**config.mk**
```make
export PLATFORM = sky130hd
export DESIGN_NAME = lpc_host
export DESIGN_NICKNAME = d
export VERILOG_FILES = /design/src/rtl/lpc_host.sv
export SDC_FILE = /design/constraint.sdc
export NUM_CORES = 1
export LEC_CHECK = 0
export ABC_AREA = 0
export CORE_ASPECT_RATIO = 0.5
export CORE_MARGIN = 3
export CORE_UTILIZATION = 50
export CTS_BUF_LIST = sky130_fd_sc_hd__clkbuf_8
export DETAILED_ROUTE_END_ITERATION = 12
export PLACE_DENSITY = 0.79
export SLEW_MARGIN = 0
export SYNTH_ARGS = -nofsm -noshare
export SYNTH_HDL_FRONTEND = slang
export SYNTH_SLANG_ARGS = --single-unit
```
**constraint.sdc**
```tcl
create_clock -name clk_i -period 2.5 [get_ports clk_i]
set_input_delay 0.5 -clock clk_i [delete_from_list [all_inputs] [get_ports clk_i]]
set_output_delay 0.5 -clock clk_i [all_outputs]
set_load 0.02 [all_outputs]
```
**src/rtl/lpc_host.sv**
```systemverilog
// LPC host engine: issues single TPM-style I/O read/write cycles on LFRAME#/LAD.
// All outputs are registered and computed from the next state, so every bus
// field appears exactly one clock after the decision that selects it.
module lpc_host #(
  parameter logic [3:0] START_NIBBLE  = 4'b0101,
  parameter int         SYNC_TIMEOUT  = 64,
  parameter int         NO_RESP_LIMIT = 3
) (
  input  logic        clk_i,
  input  logic        nrst_i,
  input  logic        req_i,
  input  logic        wr_i,
  input  logic [15:0] addr_i,
  input  logic [7:0]  wdata_i,
  output logic [7:0]  rdata_o,
  output logic        busy_o,
  output logic        done_o,
  output logic        err_o,
  output logic        lframe_o,
  output logic [3:0]  lad_o,
  output logic [3:0]  lad_oe_o,
  input  logic [3:0]  lad_i
);

  localparam int WAIT_W   = $clog2(SYNC_TIMEOUT + 1);
  localparam int NORESP_W = $clog2(NO_RESP_LIMIT + 1);

  typedef enum logic [3:0] {
    S_IDLE, S_START, S_CYCTYPE, S_ADDR, S_WDATA, S_HTAR, S_SYNC,
    S_RDATA, S_PTAR, S_ABORT, S_ABORT_END, S_DONE
  } state_t;

  state_t              state, state_next;
  logic [1:0]          idx, idx_next;      // position inside multi-cycle fields
  logic [WAIT_W-1:0]   wait_cnt;
  logic [NORESP_W-1:0] nores_cnt;
  logic                wr_q;
  logic [15:0]         addr_q;
  logic [7:0]          wdata_q;
  logic [7:0]          rdata_q;

  logic                lframe_d, busy_d, done_d, err_d, oe_d;
  logic [3:0]          lad_d;

  // State register and field position counter.
  always_ff @(posedge clk_i or negedge nrst_i) begin
    // NOTE: sequential state uses non-blocking assignments so every register
    // samples pre-edge values regardless of block ordering.
    if (!nrst_i) begin
      state <= S_IDLE;
      idx   <= 2'd0;
    end else begin
      state <= state_next;
      idx   <= idx_next;
    end
  end

  // Next-state decision, including SYNC decoding and abort conditions.
  always_comb begin
    // NOTE: default every combinational output first so no path infers a latch.
    state_next = state;
    case (state)
      S_IDLE:      if (req_i) state_next = S_START;
      S_START:     state_next = S_CYCTYPE;
      S_CYCTYPE:   state_next = S_ADDR;
      S_ADDR:      if (idx == 2'd3) state_next = wr_q ? S_WDATA : S_HTAR;
      S_WDATA:     if (idx == 2'd1) state_next = S_HTAR;
      S_HTAR:      if (idx == 2'd1) state_next = S_SYNC;
      S_SYNC: begin
        case (lad_i)
          4'b0000:          state_next = wr_q ? S_PTAR : S_RDATA;
          4'b0101, 4'b0110: if (wait_cnt == WAIT_W'(SYNC_TIMEOUT - 1)) state_next = S_ABORT;
          4'b1111:          if (nores_cnt == NORESP_W'(NO_RESP_LIMIT - 1)) state_next = S_ABORT;
          default:          state_next = S_ABORT;
        endcase
      end
      S_RDATA:     if (idx == 2'd1) state_next = S_PTAR;
      S_PTAR:      if (idx == 2'd1) state_next = S_DONE;
      S_ABORT:     if (idx == 2'd3) state_next = S_ABORT_END;
      S_ABORT_END: state_next = S_DONE;
      S_DONE:      state_next = req_i ? S_START : S_IDLE;
      default:     state_next = S_IDLE;
    endcase
    idx_next = (state_next == state) ? idx + 2'd1 : 2'd0;
  end

  // Bus and status values for the coming cycle, decoded from the next state.
  always_comb begin
    lframe_d = 1'b1;
    lad_d    = 4'hF;
    oe_d     = 1'b0;
    busy_d   = !(state_next inside {S_IDLE, S_DONE});
    done_d   = 1'b0;
    err_d    = 1'b0;
    case (state_next)
      S_START: begin
        lframe_d = 1'b0;
        lad_d    = START_NIBBLE;
        oe_d     = 1'b1;
      end
      S_CYCTYPE: begin
        lad_d = wr_q ? 4'b0010 : 4'b0000;
        oe_d  = 1'b1;
      end
      S_ADDR: begin
        oe_d = 1'b1;
        case (idx_next)
          2'd0:    lad_d = addr_q[15:12];
          2'd1:    lad_d = addr_q[11:8];
          2'd2:    lad_d = addr_q[7:4];
          default: lad_d = addr_q[3:0];
        endcase
      end
      S_WDATA: begin
        oe_d  = 1'b1;
        lad_d = (idx_next == 2'd0) ? wdata_q[3:0] : wdata_q[7:4];
      end
      S_HTAR:  oe_d = (idx_next == 2'd0);
      S_ABORT: begin
        lframe_d = 1'b0;
        oe_d     = 1'b1;
      end
      S_DONE: begin
        done_d = 1'b1;
        err_d  = (state == S_ABORT_END);
      end
      default: ;
    endcase
  end

  // Registered outputs; read data is published only on a successful read.
  always_ff @(posedge clk_i or negedge nrst_i) begin
    if (!nrst_i) begin
      lframe_o <= 1'b1;
      lad_o    <= 4'hF;
      lad_oe_o <= 4'h0;
      busy_o   <= 1'b0;
      done_o   <= 1'b0;
      err_o    <= 1'b0;
      rdata_o  <= 8'h00;
    end else begin
      lframe_o <= lframe_d;
      lad_o    <= lad_d;
      lad_oe_o <= {4{oe_d}};
      busy_o   <= busy_d;
      done_o   <= done_d;
      err_o    <= err_d;
      if (state == S_PTAR && state_next == S_DONE && !wr_q) rdata_o <= rdata_q;
    end
  end

  // Command capture, SYNC counters and read-data assembly.
  always_ff @(posedge clk_i or negedge nrst_i) begin
    if (!nrst_i) begin
      wr_q      <= 1'b0;
      addr_q    <= 16'h0000;
      wdata_q   <= 8'h00;
      rdata_q   <= 8'h00;
      wait_cnt  <= '0;
      nores_cnt <= '0;
    end else begin
      if (state_next == S_START) begin
        wr_q    <= wr_i;
        addr_q  <= addr_i;
        wdata_q <= wdata_i;
      end
      if (state_next == S_SYNC && state != S_SYNC) begin
        wait_cnt  <= '0;
        nores_cnt <= '0;
      end else if (state == S_SYNC) begin
        case (lad_i)
          4'b0101, 4'b0110: begin
            wait_cnt  <= wait_cnt + 1'b1;
            nores_cnt <= '0;            // no-response must be consecutive
          end
          4'b1111: nores_cnt <= nores_cnt + 1'b1;
          default: ;
        endcase
      end
      if (state == S_RDATA) begin
        if (idx == 2'd0) rdata_q[3:0] <= lad_i;
        else             rdata_q[7:4] <= lad_i;
      end
    end
  end

endmodule

```
==> key figures <==
Status
  – Status: finished, violations left
  – Failing checks: negative setup slack

Global routing
  – Initial antenna violation count: 0
  – Number of global-route vias before repair: ~2.8k
  – GRT Overall Usage: 0.224
  – Largest net degree at the start of global routing: 57
  – First-pass GRT wire length: 13.4 mm
  – Grt total ovfl: 0

Critical path
  – Crit-path cells: buf_4 -> or3_1 -> a21oi_2 -> nor4_4 -> buf_4 -> xnor2_4 -> buf_4 -> nand3_1 -> o32a_1 -> a32o_1
  – Cell mode on critical path: buf_4
  – Worst setup EP type: flop
  – Critical path peak fanout: 7
  – CP startpoint: state[3]
  – Slowest-stage cell, CP: dfrtp_2
  – CP Class: reg2reg
  – Highest cell delay on the worst timing path: 0.47 ns
  – Reg2reg start: state[3]
  – Setup crit start kind: flop
  – Worst EP required: 2.78 ns
  – Worst EP arrival: between 2 and 3 ns

Hold path
  – Hold Crit Start: lad_i[3]
  – Hold Path Class: in2reg

Drt
  – Detailed Route Iter0 Violations: 149
  – DR vias: 2885
  – Wirelength, routed: 8.91 mm
  – TritonRoute pass-1 iters: 5
  – # DRC: 0
  – Drt wl/cell: 18.1 um
  – Routed Antenna Nets: 0
  – Vias/cell: 5.88

STA
  – Worst-Margin Slew: 0.665 ns
  – Final setup TNS: -0.130 ns
  – Max transition margin: 0.554
  – FMAX: 384 MHz
  – Min cycle time layout: roughly 2.6 ns
  – Setup violators final: 3
  – Part of the cycle the worst path needs: 1.04
  – RSZ-0062 raised after global routing: true
  – Count of final hold-check violations: 0
  – Final WS setup: -0.105 ns
  – Clk_skew: 0.00672 ns
  – Max-slew violation count: 0

Floorplanning
  – Initial Util: 0.533
  – Core region area: 6260 um^2
  – I/O pin count: 52
  – # rows: 20
  – Die Y: 63.7 um
  – Die footprint: 7740 um^2
  – Width of the die: roughly 120 um

Logic synthesis
  – Most common cell in the netlist: dfrtp_1
  – Commonest cells post-synth: 60 x dfrtp_1, 44 x mux2_2, 19 x nand2_1
  – Netlist cell types: 63
  – Top cell type's share of synthesized area: 0.450
  – Syn_nets: between 300 and 400
  – Post-synth EDFFs: 0
  – Top_reg_cell synth: dfrtp_1
  – Dominant cells by area after synthesis: dfrtp_1 45%, mux2_2 15%, dfstp_2 3.9%
  – Post-synthesis sequential area ratio: 0.490
  – Yosys top cell by area: dfrtp_1
  – Syn Inst Count: 289
  – Post-synth ARST share: 1.00
  – FF+latch count, synth: between 60 and 70
  – Ys Warns: 0
  – Syn Area/Cell: 11.5 um^2
  – Syn Std Cell Area: roughly 3300 um^2

Placed design
  – Placed cell count: between 400 and 500
  – Dpl hpwl: 5.67 mm
  – DP Worst Slack: -0.757 ns
  – Port Buffers: 51
  – Routability cong.: 0.857

Cells and area
  – Post-layout nets: 435
  – Ant. Diodes: 0
  – Filler instances: 397
  – Non-filler cells, final: 491
  – Area grow syn2layout: 43.2%
  – Layout cell share with drive strength beyond 1: 0.432

Flow run
  – Max_cap viols: 0

Power and ir drop
  – Max IR drop VDD: 0.624 mV
  – Pwr Density: 1220 nW/um^2
  – Static leakage: 2.04 nW

Clock network
  – CTS tree: done
  – Worst-Skew Late Latency: around 0.35 ns
  – H-Tree Level Count: 3
  – Clk root buf: clkbuf_8
  – CTS Buffer Depth: 2
  – Clock transition at path regs: 0.07 ns
  – Num Clock Sinks: 65
  – CTS Buf Count: 9
==> power by group <==
part | switching (mW) | total [mW] | internal (mW)
combinational | 1.41 | 3.00 | 1.59
sequential | 0.278 | 1.77 | 1.49
clock | 0.414 | 1.06 | 0.643
total | 2.10 | 5.83 | 3.73
==> timing repair <==
| action | CTS | global route |
|---|---|---|
| setup endpoints to repair | 16 | 14 |
| hold buffers | 1 | 0 |
| pin swaps | 7 | 8 |
| buffers inserted | 2 | 6 |
| resized for setup | 20 | 30 |
| endpoints found under the hold margin | 1 | 0 |
==> layout by cell type (no fill, tap or decap), drive strengths merged, types with 9 or more instances in the layout <==
cell type       n
buf            65
dfrtp          60
clkdlybuf4s50  46
mux2           44
nand2          19
clkbuf         15
nor2           14
o21ai          11
inv            10
a21oi           9
==> final cells by class <==
class	count	area (um^2)	share of cell area
Tap cell	88	110	0.0231
Clock inverter	4	73.8	0.0155
Timing Repair Buffer	116	996	0.209
Multi-Input combinational cell	196	1750	0.367
Sequential cell	65	1640	0.343
Clock buffer	12	165	0.0346
Inverter	10	37.5	0.00786
==> flip-flops by register name, indices dropped and copies added, names as in the netlist <==
signal     flops
addr_q        16
rdata_o        8
rdata_q        8
wdata_q        8
wait_cnt       7
lad_o          4
state          4
idx            2
nores_cnt      2
busy_o         1
done_o         1
err_o          1
lad_oe_o       1
lframe_o       1
wr_q           1
==> layer usage <==
metal | vias up | GRT usage | wire (um)
li1 | 1287 | - | -
met1 | 1437 | 0.277 | 3690
met2 | 119 | 0.383 | 4450
met3 | 42 | 0.0557 | 456
met4 | 0 | 0.0838 | 307
met5 | - | 0 | 0
==> cells by family (layout without fill, tap and decap cells) <==
| family | Yosys count | count (layout) | share of synthesized area |
|---|---|---|---|
| AO/OA/AOI/OAI | 56 | 56 | 0.127 |
| XOR/XNOR | 4 | 4 | 0.0105 |
| adder cells (fa/ha/maj) | 5 | 5 | 0.0188 |
| buffers and inverters | 28 | 142 | 0.0420 |
| flip-flops | 65 | 65 | 0.490 |
| multiplexers | 52 | 52 | 0.180 |
| AND/OR/NAND/NOR | 79 | 79 | 0.132 |
==> per-stage QoR <==
stage | util | total power, mW | cell area [um^2] | hold slack [ns]
after CTS | 0.740 | 5.48 | 4630 | 0.489
after global placement | 0.685 | 4.22 | 4290 | 0.367
after detailed placement | 0.685 | 4.33 | 4290 | 0.376
final | 0.763 | 5.83 | 4770 | 0.497
after floorplan | - | 3.27 | 3350 | 0.204
after global routing | 0.763 | 6.13 | 4770 | 0.500
==> path summary, 6_finish.rpt <==
| check | cells after the start | endpoint | slack (ns) |
|---|---|---|---|
| setup / recovery | 10 | lad_o[3] | -0.10 |
| hold / removal | 2 | rdata_q[3] | 0.50 |
| setup reg to reg | 10 | lad_o[3] | -0.10 |
| hold reg to reg | 1 | rdata_q[3] | 0.51 |
| max in group asynchronous | 3 | lad_o[1] | 1.34 |
| min in group asynchronous | 2 | rdata_o[0] | 0.54 |
==> worst max-delay path: cells and delay by family, from the launching register on <==
family	cells	cell delay (ns)
compound gates	3	0.82
xor+xnor	1	0.17
flops	1	0.47
buf+inv	3	0.51
simple gates	3	0.58
Power figures use the tool's default switching activity.
